==> src/rtl/pet_needs_engine.sv <==
// rtl/pet_needs_engine.sv - care-request responder: FEED/HEAL actions, need levels, display word
// Optional decay of need levels is built only when PET_NEEDS_DECAY_EN is defined.
module pet_needs_engine #(
  parameter int ACTIVE_CYCLES = 50_000_000,
  parameter int DECAY_CYCLES  = 500_000_000
) (
  input  logic        clk,
  input  logic        reset,
  input  logic        req_comida,
  input  logic        req_medicina,
  output logic        activo_comida,
  output logic        activo_medicina,
  output logic [1:0]  nivel_comida,
  output logic [1:0]  nivel_medicina,
  output logic [15:0] num
);

  typedef enum logic [1:0] {
    IDLE = 2'd0,
    FEED = 2'd1,
    HEAL = 2'd2
  } state_t;

  localparam int AW = $clog2(ACTIVE_CYCLES);
  localparam logic [AW-1:0] ACT_LAST = AW'(ACTIVE_CYCLES - 1);

  state_t        state, state_next;
  logic [AW-1:0] act_cnt, act_next;
  logic [1:0]    food_next, med_next;
  logic          inc_food, inc_med;
  logic          decay_tick;
  logic [15:0]   num_next;

`ifdef PET_NEEDS_DECAY_EN
  localparam int DW = $clog2(DECAY_CYCLES);
  localparam logic [DW-1:0] DECAY_LAST = DW'(DECAY_CYCLES - 1);

  logic [DW-1:0] decay_cnt;

  assign decay_tick = (decay_cnt == DECAY_LAST);

  always_ff @(posedge clk) begin
    if (reset) begin
      decay_cnt <= '0;
    end else if (decay_tick) begin
      decay_cnt <= '0;
    end else begin
      decay_cnt <= decay_cnt + DW'(1);
    end
  end
`else
  // DECAY_CYCLES is a non-negative int, so this is a constant zero: levels never decay.
  assign decay_tick = (DECAY_CYCLES < 0);
`endif

  always_comb begin
    state_next = state;
    act_next   = act_cnt + AW'(1);
    inc_food   = 1'b0;
    inc_med    = 1'b0;
    case (state)
      IDLE: begin
        act_next = '0;
        // Food has priority; a simultaneous medicine request is dropped.
        if (req_comida) begin
          state_next = FEED;
          inc_food   = 1'b1;
        end else if (req_medicina) begin
          state_next = HEAL;
          inc_med    = 1'b1;
        end
      end
      FEED, HEAL: begin
        if (act_cnt == ACT_LAST) begin
          state_next = IDLE;
        end
      end
      default: begin
        state_next = IDLE;
        act_next   = '0;
      end
    endcase
  end

  // An increment on a tick suppresses decay for that level only.
  always_comb begin
    food_next = nivel_comida;
    med_next  = nivel_medicina;
    if (inc_food) begin
      if (nivel_comida != 2'd3) food_next = nivel_comida + 2'd1;
    end else if (decay_tick && nivel_comida != 2'd0) begin
      food_next = nivel_comida - 2'd1;
    end
    if (inc_med) begin
      if (nivel_medicina != 2'd3) med_next = nivel_medicina + 2'd1;
    end else if (decay_tick && nivel_medicina != 2'd0) begin
      med_next = nivel_medicina - 2'd1;
    end
  end

  always_comb begin
    num_next = {2'b00, state_next, 2'b00, food_next, 2'b00, med_next,
                ((food_next == 2'd0) || (med_next == 2'd0)) ? 4'hF : 4'h0};
  end

  always_ff @(posedge clk) begin
    if (reset) begin
      state           <= IDLE;
      act_cnt         <= '0;
      nivel_comida    <= 2'd3;
      nivel_medicina  <= 2'd3;
      activo_comida   <= 1'b0;
      activo_medicina <= 1'b0;
      num             <= 16'h0330;
    end else begin
      state           <= state_next;
      act_cnt         <= act_next;
      nivel_comida    <= food_next;
      nivel_medicina  <= med_next;
      activo_comida   <= (state_next == FEED);
      activo_medicina <= (state_next == HEAL);
      num             <= num_next;
    end
  end

endmodule

==> config.mk <==
export PLATFORM = sky130hd
export DESIGN_NAME = pet_needs_engine
export DESIGN_NICKNAME = d
export VERILOG_FILES = /design/src/rtl/pet_needs_engine.sv
export SDC_FILE = /design/constraint.sdc
export NUM_CORES = 1
export LEC_CHECK = 0
export BUFFER_PORTS_ARGS = -buffer_cell sky130_fd_sc_hd__buf_2
export CORE_MARGIN = 2
export CORE_UTILIZATION = 55
export DETAILED_ROUTE_END_ITERATION = 16
export PLACE_DENSITY = 0.8
export SLEW_MARGIN = 0
export SYNTH_ARGS = -nofsm -noshare
export SYNTH_HDL_FRONTEND = slang
export SYNTH_SLANG_ARGS = --single-unit
export TNS_END_PERCENT = 1
==> constraint.sdc <==
create_clock -name clk -period 1.8 [get_ports clk]
set_input_delay 0.36 -clock clk [delete_from_list [all_inputs] [get_ports clk]]
set_output_delay 0.36 -clock clk [all_outputs]
set_load 0.1 [all_outputs]
# Word-level counts from Yosys, hierarchy flattened
# Cells that the tools add are included.
op_classes:
  n_addsub: 3
  eq_ne: 7
  muxes: 14
  n_bitwise: 1
  n_reduce_logical: 6
ops:
  columns: ["operator", "count"]
  rows:
  - ["26-bit by 1-bit adder with 26-bit output (second input constant)", 1]
  - ["26-bit equality test (second input constant)", 1]
  - ["2-bit two-way mux", 7]
  - ["2-bit zero test", 3]
  - ["1-bit two-way mux", 5]
  - ["2-bit by 1-bit adder with 2-bit output (second input constant)", 2]
  - ["2-bit by 1-bit equality test with 1-bit output (second input constant)", 2]
  - ["2-bit equality test (second input constant)", 2]
  - ["4-bit two-way mux", 1]
  - ["2-bit != test (second input constant)", 2]
  - ["2-bit case mux with 2 select lines", 1]
  - ["2-bit OR reduction", 2]
  - ["1-bit logical OR", 1]
  - ["1-bit NOT", 1]
word_totals:
  reg_bits: 50
  in_bits: 4
  output_inout_bits: 22
  word_cells: 39

# Logic depth before layout (Yosys ltp)
# Gate-level depths: netlist (run 1).
depth:
  ltp_word: 7
  ltp_mapped: 7
  mapped_depth_nobuf: 7

# Worst setup path after synthesis (run 1)
# OpenSTA, ideal clock, no wires.
synth_timing:
  path_type: "register to register"
  startpoint: "register, netlist name num[12]"
  endpoint: "register act_cnt[10]"
  setup_ns: 0.128
  arrival_ns: 2.073
  required_ns: 1.672
  slack_ns: -0.401
  path_stages_with_launch: 7
  period_less_slack_ns: 2.201
  path_cell_list: "dfxtp_1 > inv_1 > ha_1 > nand2b_1 > clkbuf_1 > clkbuf_1 > nor2_1"
synth_rtl:
  columns: ["element", "line", "rtl"]
  rows:
  - ["end signal, assigned", "117", "act_cnt <= act_next;"]
  - ["end, declared", "28", "logic [AW-1:0] act_cnt, act_next;"]

==> results.sh, run 1 <==
export IMPL_status="finished, violations left"
export IMPL_violations="design-rule violations"
export IMPL_yosys_warnings=0
export IMPL_area_growth_pct=8.68
export IMPL_cts_tree="done"
export IMPL_ys_ff_latch=35
export IMPL_syn_mean_instance_area_sq_um=8.87
export IMPL_root_buffer="clkbuf_4"
export IMPL_fin_nets=209
export IMPL_critical_path_max_fanout=6
export IMPL_p_int_mw=1.05
export IMPL_core_sq_mm=0.00281
export IMPL_grt_pass1_vias=1231
export IMPL_required_ns=2.09
export IMPL_regArea_sq_um=708
export IMPL_grt_pass1_wl_mm=5.22
export IMPL_rsz0062_at_grt="no"
export IMPL_synthDominantCellAreaShare=0.423
export IMPL_drt_iter0_markers=51
export IMPL_drtAntennaViolNets=0
export IMPL_p_seq_frac=0.539
export IMPL_dp_hpwl_mm=2.31
export IMPL_num_io_pins=26
export IMPL_synthTopCellsByCount="dfxtp_1, nor2_1, xor2_1"
export IMPL_die_area_sq_mm=0.00347
export IMPL_via_per_inst=5.59
export IMPL_grt_overflow=0
export IMPL_hold_ws_ns=0.318
export IMPL_ys_seq_area_frac=0.423
export IMPL_drcViolationCount=5
export IMPL_worst_clock_skew_ns=0.00481
export IMPL_vias=1307
export IMPL_swShare=0.286
export IMPL_yosys_area_top_type="dfxtp_1"
export IMPL_power_leakage_nw=0.726
export IMPL_cts_sinks=35
export IMPL_die_w_microns=58.9
export IMPL_drive_above_1_share=0.182
export IMPL_final_min_clock_period_ns=1.65
export IMPL_routed_wl_mm=3.01
export IMPL_cts_max_path_buffers=2
export IMPL_clkPwrFrac=0.328
export IMPL_clkSlewWorstSetupHoldPaths_ns=0.10
export IMPL_slew_violations=0
export IMPL_avgRoutedWirePerCell_microns=12.9
export IMPL_grtUsageMet3=0.0462
export IMPL_instances_no_fill=234
export IMPL_die_h_microns=58.9
export IMPL_n_antenna_cell=0
export IMPL_tns_ns=0
export IMPL_multi_input_area_sq_um=846
export IMPL_cts_buffers=5
export IMPL_rows=19
export IMPL_fmax_ghz=0.606
export IMPL_use_met2=0.348
export IMPL_start_util=0.591
export IMPL_num_fill_cells=237
export IMPL_grt_busiest_layer="met2"
export IMPL_grtUsageMet1=0.227
export IMPL_post_place_ws_ns=0.149
export IMPL_hp_class="input pin to register"
export IMPL_postSynthCellCount=187
export IMPL_gp_congestion=0.806
export IMPL_p_per_area_mw_per_mm2=814
export IMPL_period_share=0.917
export IMPL_cp_end_kind="register"
export IMPL_synth_edf_count=0
export IMPL_ir_drop_uv=570
export IMPL_dpl_cell_area_sq_mm=0.00172
export IMPL_setup_slack_ns=0.150
export IMPL_synth_most_common_cell="dfxtp_1"
export IMPL_critPathLaunchType="register"
export IMPL_grt_antenna_before_repair=0
export IMPL_synthFlopType="dfxtp_1"
export IMPL_final_setup_viol_count=0
export IMPL_p_sw_mw=0.419
export IMPL_hold_viol=0
export IMPL_cts_htree_levels=2
export IMPL_dp_cells=226
export IMPL_async_reset_ff_frac=0
export IMPL_cp_arrival_ns=1.94
export IMPL_path_class="register to register"
export IMPL_grt_use_total=0.197
export IMPL_dr_pass1_iters=12
export IMPL_grt_max_degree=16
export IMPL_cap_violations=0
export IMPL_clk_latency_ns=0.33
export IMPL_synth_cell_types=32
export IMPL_finalInstanceArea_sq_mm=0.00180
export IMPL_netlist_top_cells_area="dfxtp_1, xor2_1, nor2_1"
export IMPL_combPwrFrac=0.133
export IMPL_netlist_area_sq_mm=0.00166
export IMPL_port_buffers=19
[power by group through the flow]
stage               logic (mW)  registers, mW  clock network, mW
finish                   0.195          0.791              0.480
global placement         0.186          0.807                  0
CTS                      0.190          0.791              0.486
detailed placement       0.190          0.809                  0
floorplan                0.119          0.861                  0
global route             0.209          0.793              0.528
[registers in the layout, indices dropped and copies added, names as in the netlist]
register	cells
num	5
act_cnt	26
activo_comida	1
activo_medicina	1
nivel_medicina	1
nivel_comida	1
[metal layers]
layer | routed length (microns) | up-vias
met2 | 1570 | 44
met1 | 1240 | 608
met4 | 57 | 0
met3 | 147 | 10
li1 | - | 645
met5 | 0 | -
[critical path, cell delays in order, from the launching register on]
cell and delay, ns:
dfxtp_4 0.36, inv_1 0.07, ha_1 0.25, nor2b_1 0.22, and2_1 0.23, nor2_1 0.07
nor3_2 0.22, and3_1 0.18
[stage by stage]
stage               total power, mW  utilization
CTS                            1.47        0.638
floorplan                     0.980            -
global placement              0.993        0.614
global route                   1.53        0.642
detailed placement            0.999        0.614
finish                         1.47        0.642
[kinds of logic after synthesis]
| logic type | synth area share |
|---|---|
| adders and majority gates | 0.0226 |
| and+or+nand+nor | 0.304 |
| buffers and inverters | 0.0853 |
| AOI/OAI and AO/OA | 0.0362 |
| xor gates and xnor gates | 0.127 |
| other | 0.00226 |
| DFF | 0.423 |
[what timing repair did]
item,4_1_cts,5_1_grt
buffers inserted,0,0
hold buffers,0,0
endpoints found under the setup margin,0,3
gates resized for setup,0,2
[cell type report]
type	count	area share
multi-input cells	133	0.469
flip-flops and latches	35	0.393
repair buffers	23	0.0694
clock buffers	8	0.0382
well taps	31	0.0215
inverters	4	0.00833
[placed cells by master (no fill, tap or decap), drive strengths merged, types with 4 or more instances in the layout]
cell type	Yosys	layout
conb	1	6
nor3	5	5
xor2	19	19
and4	5	5
and3	7	7
clkbuf	5	8
xnor2	5	5
dfxtp	35	35
nor2	32	32
nand2	9	9
buf	15	23
nand3	11	11
nand4	8	8
inv	4	4
[worst paths after layout]
| kind | depth (start not counted) | slack (ns) | startpoint | end |
|---|---|---|---|---|
| worst max-delay path | 7 | 0.15 | num[12]$_SDFF_PP0_ | activo_medicina$_SDFF_PP0_ |
| worst min-delay path | 2 | 0.32 | req_comida | num[9]$_SDFF_PP1_ |
| worst max register to register | 7 | 0.15 | num[12]$_SDFF_PP0_ | activo_medicina$_SDFF_PP0_ |
| worst min register to register | 1 | 0.47 | act_cnt[0]$_SDFF_PP0_ | act_cnt[0]$_SDFF_PP0_ |
No activity file was read; power rests on OpenSTA's default activity.
==> run 2: changes to the inputs <==
CORE_ASPECT_RATIO = 0.7   (was not set)
==> results.sh, run 2 (synthesis gave the netlist of run 1 again) <==
export IMPL_cp_end_kind="register"
export IMPL_ir_drop_uv=497
export IMPL_cts_htree_levels=2
export IMPL_final_setup_viol_count=0
export IMPL_num_fill_cells=243
export IMPL_final_common_cell="dfxtp_1"
export IMPL_top_regs="act_cnt x26, num x5"
export IMPL_required_ns=2.04
export IMPL_cts_tree="done"
export IMPL_num_io_pins=26
export IMPL_use_met2=0.314
export IMPL_grt_pass1_wl_mm=5.34
export IMPL_dp_hpwl_mm=2.16
export IMPL_drcViolationCount=0
export IMPL_fin_nets=208
export IMPL_rows=16
export IMPL_path_class="register to register"
export IMPL_cts_sinks=35
export IMPL_rsz0062_at_grt="no"
export IMPL_grt_pass1_vias=1182
export IMPL_clkSlewWorstSetupHoldPaths_ns=0.07
export IMPL_status="completed"
export IMPL_largest_reg_flops=26
export IMPL_hold_viol=0
export IMPL_die_area_sq_mm=0.00348
export IMPL_clk_latency_ns=0.29
export IMPL_period_share=0.892
export IMPL_reg2regPathDepth=6
export IMPL_drtAntennaViolNets=0
export IMPL_regMostFlops="act_cnt"
export IMPL_via_per_inst=5.25
export IMPL_n_antenna_cell=0
export IMPL_grt_busiest_layer="met2"
export IMPL_critPathLaunchType="register"
export IMPL_vias=1250
export IMPL_root_buffer="clkbuf_8"
export IMPL_cts_max_path_buffers=2
export IMPL_r2r_end="activo_medicina$_SDFF_PP0_"
export IMPL_dpl_cell_area_sq_mm=0.00172
export IMPL_slew_violations=0
export IMPL_port_buffers=19
export IMPL_die_w_microns=69.6
export IMPL_avgRoutedWirePerCell_microns=12.5
export IMPL_dr_pass1_iters=5
export IMPL_cts_buffers=5
export IMPL_crit_path_start="act_cnt[0]$_SDFF_PP0_"
export IMPL_grt_use_total=0.196
export IMPL_core_sq_mm=0.00284
export IMPL_gp_congestion=0.790
export IMPL_cp_arrival_ns=1.84
export IMPL_drive_above_1_share=0.178
export IMPL_grt_overflow=0
export IMPL_worst_clock_skew_ns=0.00642
export IMPL_cap_violations=0
export IMPL_p_per_area_mw_per_mm2=840
export IMPL_start_util=0.583
export IMPL_power_leakage_nw=0.724
export IMPL_hp_class="input pin to register"
export IMPL_post_place_ws_ns=0.0687
export IMPL_fmax_ghz=0.623
export IMPL_grt_antenna_before_repair=0
export IMPL_finalInstanceArea_sq_mm=0.00181
export IMPL_area_growth_pct=9.36
export IMPL_multi_input_area_sq_um=843
export IMPL_grtUsageMet3=0.0573
export IMPL_setup_slack_ns=0.195
export IMPL_routed_wl_mm=2.99
export IMPL_tns_ns=0
export IMPL_final_cell_mix="dfxtp_1, nor2_1, xor2_1, buf_2, nand3_1"
export IMPL_critical_path_max_fanout=4
export IMPL_regArea_sq_um=708
export IMPL_final_min_clock_period_ns=1.61
export IMPL_die_h_microns=49.9
export IMPL_grtUsageMet1=0.247
export IMPL_crit_end="activo_medicina$_SDFF_PP0_"
export IMPL_grt_max_degree=27
export IMPL_r2r_start="act_cnt[0]$_SDFF_PP0_"
export IMPL_drt_iter0_markers=70
export IMPL_r2r_slack_ns=0.19
-- run 2: cell count changes in the layout (fill, tap and decap cells not counted), sizes merged --
cell	delta
buf	-1
clkbuf	-3
clkinv	+2
clkinvlp	+1
-- run 2: how the worst min path moves through the flow --
stage | start | end | slack (ns) | cells after the start
6_report | reset | num[12]$_SDFF_PP0_ | 0.35 | 2
5_1_grt | reset | num[12]$_SDFF_PP0_ | 0.38 | 2
4_1_cts | reset | num[12]$_SDFF_PP0_ | 0.34 | 2
3_5_place_dp | act_cnt[0]$_SDFF_PP0_ | act_cnt[0]$_SDFF_PP0_ | 0.46 | 1
3_3_place_gp | act_cnt[0]$_SDFF_PP0_ | act_cnt[0]$_SDFF_PP0_ | 0.44 | 1
2_1_floorplan | act_cnt[0]$_SDFF_PP0_ | act_cnt[0]$_SDFF_PP0_ | 0.43 | 1
-- run 2: area by class of cell --
cell class,instances,area share
Clock buffer,5,0.0380
Clock inverter,3,0.00828
Inverter,4,0.00828
Multi-Input combinational cell,133,0.465
Sequential cell,35,0.391
Tap cell,36,0.0248
Timing Repair Buffer,22,0.0649
-- run 2: power breakdown --
| group | switching [mW] | internal (mW) | leakage (nW) |
|---|---|---|---|
| clock network | 0.278 | 0.262 | 0.0392 |
| registers | 0.00633 | 0.784 | 0.284 |
| logic | 0.161 | 0.0313 | 0.400 |
-- run 2: per-layer routing --
metal | wire (microns) | part of all wire | up-vias
met5 | 0 | 0 | -
met4 | 54 | 0.018 | 0
met3 | 120 | 0.040 | 7
met2 | 1320 | 0.44 | 22
met1 | 1490 | 0.50 | 582
li1 | - | - | 639
-- run 2: timing repair --
item / 4_1_cts / 5_1_grt
hold buffers: 0 / 0
endpoints found under the setup margin: 0 / 3
resized for setup: 0 / 3
endpoints found under the hold margin: 0 / 0
buffers inserted: 0 / 0
-- run 2: critical path: stages, from the launching register on --
cell,delay (ns)
dfxtp_1,0.34
ha_1,0.25
and4_1,0.24
and4_1,0.16
and4b_1,0.21
nor3_2,0.18
and3_1,0.18
-- run 2: metrics by stage --
stage | hold WS (ns) | power (mW) | util | instances
2_1_floorplan | 0.430 | 0.980 | - | 192
4_1_cts | 0.344 | 1.54 | 0.635 | 238
3_3_place_gp | 0.443 | 0.991 | 0.605 | 230
6_report | 0.355 | 1.52 | 0.638 | 238
5_1_grt | 0.378 | 1.59 | 0.638 | 238
3_5_place_dp | 0.461 | 0.997 | 0.605 | 230
==> run 3: changes to the inputs <==
PLACE_DENSITY = 0.82   (was 0.8)
SLEW_MARGIN = 20   (was 0)
==> results.sh, run 3 (synthesis gave the netlist of run 1 again) <==
export IMPL_critical_path_max_fanout=4
export IMPL_via_per_inst=5.40
export IMPL_grt_pass1_vias=1238
export IMPL_cts_max_path_buffers=2
export IMPL_cp_arrival_ns=1.96
export IMPL_power_leakage_nw=0.739
export IMPL_dr_pass1_iters=4
export IMPL_fin_nets=208
export IMPL_hp_start="reset"
export IMPL_largest_reg_flops=26
export IMPL_hp_class="input pin to register"
export IMPL_path_class="register to register"
export IMPL_grt_overflow=0
export IMPL_rows=16
export IMPL_p_seq_frac=0.474
export IMPL_post_place_ws_ns=0.0428
export IMPL_cp_end_kind="register"
export IMPL_postCtsSetupBuffers=0
export IMPL_slew_violations=0
export IMPL_reg2regPathDepth=6
export IMPL_p_sw_mw=0.437
export IMPL_final_min_clock_period_ns=1.73
export IMPL_cts_hold_fix_buffers=0
export IMPL_avgRoutedWirePerCell_microns=12.7
export IMPL_fmax_ghz=0.579
export IMPL_core_sq_mm=0.00284
export IMPL_r2r_start="act_cnt[0]$_SDFF_PP0_"
export IMPL_area_growth_pct=10.7
export IMPL_cts_buffers=5
export IMPL_final_setup_viol_count=0
export IMPL_hold_viol=0
export IMPL_setup_slack_ns=0.0736
export IMPL_dp_hpwl_mm=2.13
export IMPL_rsz0062_at_grt="yes"
export IMPL_grt_antenna_before_repair=0
export IMPL_gp_congestion=0.906
export IMPL_grt_use_total=0.190
export IMPL_min_path_cells=2
export IMPL_final_cell_mix="dfxtp_1, nor2_1, xor2_1, buf_2, nand3_1"
export IMPL_final_common_cell="dfxtp_1"
export IMPL_grt_max_degree=27
export IMPL_die_h_microns=49.9
export IMPL_die_w_microns=69.6
export IMPL_vias=1286
export IMPL_n_antenna_cell=0
export IMPL_drive_above_1_share=0.178
export IMPL_num_io_pins=26
export IMPL_cpPeakStageDelay_ns=0.33
export IMPL_cts_tree="done"
export IMPL_root_buffer="clkbuf_8"
export IMPL_start_util=0.583
export IMPL_whs_endpoint="num[12]$_SDFF_PP0_"
export IMPL_clkSlewWorstSetupHoldPaths_ns=0.07
export IMPL_p_per_area_mw_per_mm2=908
export IMPL_port_buffers=19
export IMPL_drtAntennaViolNets=0
export IMPL_required_ns=2.03
export IMPL_r2r_end="activo_medicina$_SDFF_PP0_"
export IMPL_cp_cell_sequence="ha_1 -> and4_1 -> and4_1 -> and4b_1 -> nor3_2 -> and3_1"
export IMPL_critPathLaunchType="register"
export IMPL_r2r_slack_ns=0.07
export IMPL_tns_ns=0
export IMPL_grt_pass1_wl_mm=5.15
export IMPL_crit_path_start="act_cnt[0]$_SDFF_PP0_"
export IMPL_regMostFlops="act_cnt"
export IMPL_clkPwrFrac=0.408
export IMPL_cts_sinks=35
export IMPL_crit_slowest_cell="dfxtp_1"
export IMPL_combPwrFrac=0.118
export IMPL_swShare=0.262
export IMPL_clk_latency_ns=0.29
export IMPL_status="completed"
export IMPL_period_share=0.959
export IMPL_p_int_mw=1.23
export IMPL_routed_wl_mm=3.02
export IMPL_top_regs="act_cnt x26, num x5"
export IMPL_ir_drop_uv=708
export IMPL_drcViolationCount=0
export IMPL_drt_iter0_markers=48
export IMPL_worst_clock_skew_ns=0.0120
export IMPL_die_area_sq_mm=0.00348
export IMPL_cts_htree_levels=2
export IMPL_cap_violations=0
export IMPL_critPathMostFrequentCell="and4_1"
[run 3: what timing repair did]
| action | CTS | global route |
|---|---|---|
| gates resized for setup | 1 | 2 |
| pin swaps | 0 | 1 |
| setup endpoints to repair | 1 | 3 |
[run 3: area by class of cell]
class                      instances  area, sq um
timing repair buffer              22          118
clock buffer                       7         76.3
fill                             234         1010
tap                               36         45.0
clock inverter                     1         30.0
sequential                        35          708
inverter                           4         15.0
multi-input combinational        133          843
[run 3: worst max path at each step]
stage	cells after the start	slack, ns	end
2_1_floorplan	1	0.02	num[4]
3_3_place_gp	6	0.16	activo_medicina$_SDFF_PP0_
3_5_place_dp	7	0.04	activo_medicina$_SDFF_PP0_
4_1_cts	7	0.09	activo_medicina$_SDFF_PP0_
5_1_grt	6	-0.003	activo_medicina$_SDFF_PP0_
6_report	6	0.07	activo_medicina$_SDFF_PP0_
[run 3: power by group through the flow]
| stage | Clock (mW) | Combinational, mW | Sequential [mW] |
|---|---|---|---|
| floorplan | 0 | 0.119 | 0.861 |
| global placement | 0 | 0.183 | 0.807 |
| detailed placement | 0 | 0.190 | 0.808 |
| CTS | 0.686 | 0.193 | 0.790 |
| global route | 0.720 | 0.205 | 0.791 |
| finish | 0.680 | 0.197 | 0.790 |
[run 3: routing by layer]
| layer | share of wire | wire length [microns] | global-route usage | vias up |
|---|---|---|---|---|
| met4 | 0.031 | 93 | 0.106 | 0 |
| met5 | 0 | 0 | 0 | - |
| met3 | 0.045 | 136 | 0.0532 | 13 |
| met1 | 0.46 | 1390 | 0.224 | 594 |
| li1 | - | - | - | 644 |
| met2 | 0.46 | 1400 | 0.314 | 35 |
[run 3: per-stage QoR]
stage,utilization,power [mW],instances,hold slack (ns),cell area [sq um]
3_3_place_gp,0.605,0.990,230,0.442,1720
4_1_cts,0.644,1.67,238,0.367,1830
5_1_grt,0.646,1.72,238,0.373,1840
6_report,0.646,1.67,238,0.375,1840
3_5_place_dp,0.605,0.998,230,0.458,1720
2_1_floorplan,-,0.980,192,0.430,1680
[run 3: critical path, delay by kind of cell (launching register included)]
family / cells / cell delay [ns]
flip-flops: 1 / 0.33
adder cells (fa/ha/maj): 1 / 0.25
AND/OR/NAND/NOR: 5 / 1.11
